[src/rtl/alu_pkg.sv]
// alu_pkg: constants shared by the control unit and the ALU.
//   - opcode values 0x0..0xF (ALU ops occupy 0x0..0xA)
//   - FSM state encoding of the control unit
//   - bit positions of {Z,N,C,V} inside the 4-bit flag word
package alu_pkg;

    localparam logic [3:0] OP_ADD    = 4'h0;
    localparam logic [3:0] OP_SUB    = 4'h1;
    localparam logic [3:0] OP_AND    = 4'h2;
    localparam logic [3:0] OP_OR     = 4'h3;
    localparam logic [3:0] OP_XOR    = 4'h4;
    localparam logic [3:0] OP_NAND   = 4'h5;
    localparam logic [3:0] OP_NOR    = 4'h6;
    localparam logic [3:0] OP_XNOR   = 4'h7;
    localparam logic [3:0] OP_NOT    = 4'h8;
    localparam logic [3:0] OP_LSHIFT = 4'h9;
    localparam logic [3:0] OP_RSHIFT = 4'hA;
    localparam logic [3:0] OP_LDI    = 4'hB;
    localparam logic [3:0] OP_BRZ    = 4'hC;
    localparam logic [3:0] OP_JMP    = 4'hD;
    localparam logic [3:0] OP_OUT    = 4'hE;
    localparam logic [3:0] OP_HALT   = 4'hF;

    localparam int FLAG_Z = 3;
    localparam int FLAG_N = 2;
    localparam int FLAG_C = 1;
    localparam int FLAG_V = 0;

    typedef enum logic [2:0] {
        ST_FETCH     = 3'd0,
        ST_DECODE    = 3'd1,
        ST_EXECUTE   = 3'd2,
        ST_WRITEBACK = 3'd3,
        ST_HALT      = 3'd4
    } state_e;

    // ALU ops are the contiguous block starting at 0x0.
    function automatic logic is_alu_op(input logic [3:0] op);
        return op <= OP_RSHIFT;
    endfunction

endpackage

[src/rtl/reg_file_4x4.sv]
// reg_file_4x4: four 4-bit registers.
//   clk, rst_n        : clock, asynchronous active-low reset (clears all)
//   we/waddr/wdata    : single synchronous write port
//   raddr_a/raddr_b   : two combinational read ports -> rdata_a/rdata_b
module reg_file_4x4 (
    input  logic       clk,
    input  logic       rst_n,
    input  logic       we,
    input  logic [1:0] waddr,
    input  logic [3:0] wdata,
    input  logic [1:0] raddr_a,
    input  logic [1:0] raddr_b,
    output logic [3:0] rdata_a,
    output logic [3:0] rdata_b
);
    logic [3:0][3:0] regs_q, regs_d;

    always_comb begin
        regs_d = regs_q;
        if (we) regs_d[waddr] = wdata;
    end

    always_ff @(posedge clk or negedge rst_n) begin
        if (!rst_n) regs_q <= '0;
        else        regs_q <= regs_d;
    end

    // Reads see the stored value, so a same-cycle write is not forwarded.
    assign rdata_a = regs_q[raddr_a];
    assign rdata_b = regs_q[raddr_b];
endmodule

[src/rtl/alu_control_unit.sv]
// alu_control_unit: 4-cycle multicycle controller driving an external ALU.
//   iClk, iRst_n      : clock, asynchronous active-low reset
//   iEnable           : 1 = advance, 0 = freeze everything
//   ovDireccion       : program memory address (= PC)
//   ivDatoPrograma    : program word, valid one cycle after the address
//   ovInstruccion, ovRegistroA/B : opcode and operands to the ALU
//   ivResultado, ivFlags         : ALU result and {Z,N,C,V}
//   ovFlagsReg, ovPuerto, oHalt  : flag register, output port, halted
// Each instruction walks FETCH -> DECODE -> EXECUTE -> WRITEBACK; all
// architectural state changes on the WRITEBACK edge.
module alu_control_unit
    import alu_pkg::*;
#(
    parameter int PC_W = 8
) (
    input  logic            iClk,
    input  logic            iRst_n,
    input  logic            iEnable,
    output logic [PC_W-1:0] ovDireccion,
    input  logic [15:0]     ivDatoPrograma,
    output logic [3:0]      ovInstruccion,
    output logic [3:0]      ovRegistroA,
    output logic [3:0]      ovRegistroB,
    input  logic [3:0]      ivResultado,
    input  logic [3:0]      ivFlags,
    output logic [3:0]      ovFlagsReg,
    output logic [3:0]      ovPuerto,
    output logic            oHalt
);
    state_e          state_q, state_d;
    logic [PC_W-1:0] pc_q, pc_d;
    logic [15:0]     ir_q, ir_d;
    logic [3:0]      flags_q, flags_d, port_q, port_d;
    logic [3:0]      instr_q, instr_d, opa_q, opa_d, opb_q, opb_d;
    logic            rf_we;
    logic [3:0]      rf_wdata, rd_a, rd_b;
    logic [1:0]      rf_raddr_a;
    logic [3:0]      ir_op;

    assign ir_op = ir_q[15:12];

    // Port A reads the incoming word's ra while decoding (operand capture)
    // and the latched ra afterwards (OUT in WRITEBACK).
    assign rf_raddr_a = (state_q == ST_DECODE) ? ivDatoPrograma[9:8] : ir_q[9:8];

    reg_file_4x4 u_reg_file (
        .clk     (iClk),
        .rst_n   (iRst_n),
        .we      (rf_we),
        .waddr   (ir_q[11:10]),
        .wdata   (rf_wdata),
        .raddr_a (rf_raddr_a),
        .raddr_b (ivDatoPrograma[7:6]),
        .rdata_a (rd_a),
        .rdata_b (rd_b)
    );

    // ---- FSM: state register ----
    always_ff @(posedge iClk or negedge iRst_n) begin
        if (!iRst_n) state_q <= ST_FETCH;
        else         state_q <= state_d;
    end

    // ---- FSM: next state ----
    always_comb begin
        state_d = state_q;
        if (iEnable) begin
            case (state_q)
                ST_FETCH:     state_d = ST_DECODE;
                ST_DECODE:    state_d = ST_EXECUTE;
                ST_EXECUTE:   state_d = ST_WRITEBACK;
                ST_WRITEBACK: state_d = (ir_op == OP_HALT) ? ST_HALT : ST_FETCH;
                ST_HALT:      state_d = ST_HALT;
                default:      state_d = ST_FETCH;
            endcase
        end
    end

    // ---- FSM: outputs ----
    always_comb begin
        oHalt = (state_q == ST_HALT);
    end

    // ---- datapath next values ----
    always_comb begin
        pc_d     = pc_q;
        ir_d     = ir_q;
        flags_d  = flags_q;
        port_d   = port_q;
        instr_d  = instr_q;
        opa_d    = opa_q;
        opb_d    = opb_q;
        rf_we    = 1'b0;
        rf_wdata = ivResultado;
        if (iEnable) begin
            if (state_q == ST_DECODE) begin
                // Operands are registered here so they appear throughout
                // EXECUTE and hold afterwards; no write can intervene before
                // WRITEBACK, so rd==ra/rb sees the old value.
                ir_d    = ivDatoPrograma;
                instr_d = ivDatoPrograma[15:12];
                opa_d   = rd_a;
                opb_d   = rd_b;
            end
            if (state_q == ST_WRITEBACK) begin
                pc_d = pc_q + PC_W'(1);
                if (is_alu_op(ir_op)) begin
                    rf_we   = 1'b1;
                    flags_d = ivFlags;
                end
                case (ir_op)
                    OP_LDI: begin
                        rf_we    = 1'b1;
                        rf_wdata = ir_q[3:0];
                    end
                    OP_BRZ:  if (flags_q[FLAG_Z]) pc_d = PC_W'(ir_q[7:0]);
                    OP_JMP:  pc_d = PC_W'(ir_q[7:0]);
                    OP_OUT:  port_d = rd_a;
                    OP_HALT: pc_d = pc_q;
                    default: ;
                endcase
            end
        end
    end

    always_ff @(posedge iClk or negedge iRst_n) begin
        if (!iRst_n) begin
            pc_q    <= '0;
            ir_q    <= '0;
            flags_q <= '0;
            port_q  <= '0;
            instr_q <= '0;
            opa_q   <= '0;
            opb_q   <= '0;
        end else begin
            pc_q    <= pc_d;
            ir_q    <= ir_d;
            flags_q <= flags_d;
            port_q  <= port_d;
            instr_q <= instr_d;
            opa_q   <= opa_d;
            opb_q   <= opb_d;
        end
    end

    assign ovDireccion   = pc_q;
    assign ovInstruccion = instr_q;
    assign ovRegistroA   = opa_q;
    assign ovRegistroB   = opb_q;
    assign ovFlagsReg    = flags_q;
    assign ovPuerto      = port_q;
endmodule
[config.mk]
export PLATFORM = sky130hd
export DESIGN_NAME = alu_control_unit
export DESIGN_NICKNAME = d
export VERILOG_FILES = /design/src/rtl/alu_pkg.sv /design/src/rtl/reg_file_4x4.sv /design/src/rtl/alu_control_unit.sv
export SDC_FILE = /design/constraint.sdc
export NUM_CORES = 1
export LEC_CHECK = 0
export ABC_CLOCK_PERIOD_IN_PS = 2500
export CAP_MARGIN = 20
export CORE_MARGIN = 5
export CORE_UTILIZATION = 35
export CTS_CLUSTER_SIZE = 12
export DETAILED_ROUTE_END_ITERATION = 12
export GPL_TIMING_DRIVEN = 0
export PLACE_DENSITY = 0.55
export REMOVE_ABC_BUFFERS = 1
export SLEW_MARGIN = 20
export SYNTH_ARGS = -nofsm -noshare
export SYNTH_HDL_FRONTEND = slang
export SYNTH_SLANG_ARGS = --single-unit
[constraint.sdc]
create_clock -name iClk -period 2.5 [get_ports iClk]
set_input_delay 0.25 -clock iClk [delete_from_list [all_inputs] [get_ports iClk]]
set_output_delay 0.25 -clock iClk [all_outputs]
set_load 0.01 [all_outputs]
==> results_dict.tcl <==
set metrics [dict create \
    clk_pin_slew_ns 0.07 \
    fin_crit_ns 2.02 \
    clock-sinks 59 \
    p_leak_nw 1.63 \
    place_congestion 0.771 \
    tightest_slew_ns 0.705 \
    fin_cells 439 \
    clk_latency_ns 0.33 \
    drt_pass1_iterations 4 \
    ys.warnings.count 0 \
    grt_pass1_wl_um 10800 \
    yosysMostFrequentCell "nand2_1" \
    ff2ff_path_depth 4 \
    ys_async_sr_fraction 1.00 \
    synth_top_area_share 0.516 \
    antenna_found_initial 0 \
    vias 2171 \
    drc 0 \
    critPathKind "flip-flop to flip-flop" \
    grt-ovfl-total 0 \
    grt_pass1_vias 2162 \
    start_kind "flip-flop" \
    maxCapViolations 0 \
    fin_skew_ns 0.00753 \
    n_antenna_cell 0 \
    post-cts-setup-buffers 0 \
    synth_area_um2 2860 \
    synthCells 276 \
    dp_cells 423 \
    dominantRegCellSynth "dfrtp_1" \
    start_util 0.354 \
    endpoint "ovPuerto[3]" \
    fin_util 0.454 \
    die_x_um 100 \
    fin_crit_sh 0.806 \
    r2r-end "ovPuerto[3]" \
    final_nets 358 \
    worst_setup_path_end_kind "flip-flop" \
    grt_usage 0.138 \
    row_count 33 \
    htree_levels 3 \
    crit_start "state_q[0]" \
    hold_violations 0 \
    initialDrtViolationCount 70 \
    cp.arrival_ns 2.21 \
    io_pins 56 \
    ir_drop_uv 362 \
    r2r_slack_ns 0.48 \
    total_power_mw 4.12 \
    die_h_um 100 \
    status "finished clean" \
    port_buffers 55 \
    synth_edf_count 0 \
    synth.distinct_cells 43 \
    relSlewSlack 0.529 \
    cts_buffers 9 \
    hpwl_um 4880 \
    clock-root-buffer "clkbuf_8" \
    rsz0062_at_grt "false" \
    coreArea_um2 8090 \
    slew_viol_final 0 \
    critical_path.max_fanout 8 \
    worstReg2RegStart "state_q[0]" \
    syn_to_final_growth_pct 28.4 \
    ant_nets 0 \
    clockBufferDepth 2 \
    die_area_um2 10100 \
    p_per_area_nw_per_um2 1120 \
    max_stage_delay_ns 0.50 \
    cts_tree "yes" \
    hp-class "primary input to async pin" \
    wl_per_cell_um 14.8 \
    fmax_mhz 496 \
    slowest_stage "mux2i_4" \
    fillers 806 \
    worstPathCellList "nor3b_2, mux2i_4, mux2i_1, o221ai_1" \
    cp.required_ns 2.69 \
    setup_viol 0 \
    totalWireLength_um 6480 \
    yosysTopAreaCell "dfrtp_1" \
    synth-seq-cells 59 \
    finalSetupTns_ns 0 \
    viasPerCell 4.95 \
    grt_max_degree 41 \
    drive_gt1_frac 0.102 \
    ys_top_cells_by_area "dfrtp_1 (52%), nand2_1 (11%), mux2i_1 (5.6%)" \
    synth_commonest_cells "nand2_1 (84), dfrtp_1 (59), mux2i_1 (16)" \
    syn_area_per_cell_um2 10.4 \
    yosysSeqAreaShare 0.516 \
]
layout by cell type, fill, tap and decap left out, types with 2 or more instances in the layout:
| master | netlist | routed |
|---|---|---|
| clkdlybuf4s50_1 | 0 | 54 |
| mux4_2 | 4 | 4 |
| nand3b_1 | 3 | 3 |
| nand4_1 | 2 | 2 |
| mux2_1 | 12 | 12 |
| nand2_1 | 84 | 84 |
| o22ai_1 | 2 | 2 |
| clkbuf_1 | 7 | 2 |
| o221ai_1 | 8 | 8 |
| o21ai_0 | 7 | 7 |
| dfrtp_1 | 59 | 59 |
| clkinv_2 | 0 | 3 |
| mux2_2 | 5 | 5 |
| mux2i_1 | 16 | 16 |
| a2bb2oi_1 | 3 | 3 |
| inv_1 | 2 | 2 |
| clkbuf_8 | 0 | 10 |
| a22oi_1 | 2 | 2 |
| o21ai_1 | 4 | 4 |
| nand2b_1 | 2 | 2 |
| nand3_1 | 6 | 6 |
| a21oi_1 | 9 | 9 |
| or2_2 | 3 | 3 |
| nor2_1 | 10 | 9 |
power breakdown:
part | internal, mW | switching, mW | leakage, nW
clock network | 0.376 | 0.351 | 0.0860
logic | 0.856 | 0.736 | 0.809
registers | 1.38 | 0.418 | 0.738
timing repair:
item                                    4_1_cts  5_1_grt
endpoints found under the setup margin        0        0
hold buffers                                  1        0
endpoints found under the hold margin        19        0
gates resized for setup                       0        0
state kept, by name (all words and copies together) (netlist names):
signal             cells
ovDireccion            8
ovRegistroA            4
u_reg_file.regs_q     16
ir_q                  16
state_q                3
ovRegistroB            4
ovFlagsReg             4
ovPuerto               4
metal layers:
metal  vias to the layer above  global-route usage  share of wire
met5                         -                   0              0
met4                         0              0.0528          0.013
met3                         6              0.0396          0.047
met2                        46               0.208           0.47
met1                      1037               0.186           0.47
li1                       1082                   -              -
how the worst min path moves through the flow:
stage                    from                    end  slack (ns)  depth (start not counted)
2_1_floorplan          iRst_n                ir_q[0]       -0.05                          0
3_3_place_gp   ovRegistroB[3]         ovRegistroB[3]        0.46                          2
3_5_place_dp           iRst_n   u_reg_file.regs_q[5]        0.15                          1
4_1_cts                iRst_n  u_reg_file.regs_q[10]        0.33                          2
5_1_grt                iRst_n   u_reg_file.regs_q[5]        0.35                          2
6_report               iRst_n   u_reg_file.regs_q[5]        0.34                          2
cell type report:
class	instances	area, um^2	share of cell area
sequential	59	1480	0.402
inverter	2	7.51	0.00204
timing repair buffer	58	593	0.161
clock buffer	12	145	0.0395
clock inverter	3	15.0	0.00409
multi-input combinational	200	1310	0.355
tap	105	131	0.0358
cells by family (layout without fill, tap and decap cells):
family / after synthesis / in the layout / share of synthesized area
and+or+nand+nor: 123 / 123 / 0.203
DFF: 59 / 59 / 0.516
buffers and inverters: 17 / 75 / 0.0288
AOI/OAI and AO/OA: 38 / 38 / 0.0861
adders and majority gates: 1 / 1 / 0.00437
muxes: 38 / 38 / 0.162
metrics by stage:
step	area, um^2	setup WS (ns)	hold WS (ns)
floorplan	2790	0.704	-0.0456
global placement	3470	-0.805	0.459
detailed placement	3500	0.131	0.152
CTS	3670	0.454	0.333
global route	3670	0.296	0.346
finish	3670	0.485	0.337
worst max-delay path: cells and delay by family, from the launching register on:
kind             cells  cell delay, ns
AO/OA/AOI/OAI        1            0.16
AND/OR/NAND/NOR      1            0.39
multiplexers         2            0.83
flip-flops           1            0.49
Power figures use the tool's default switching activity.
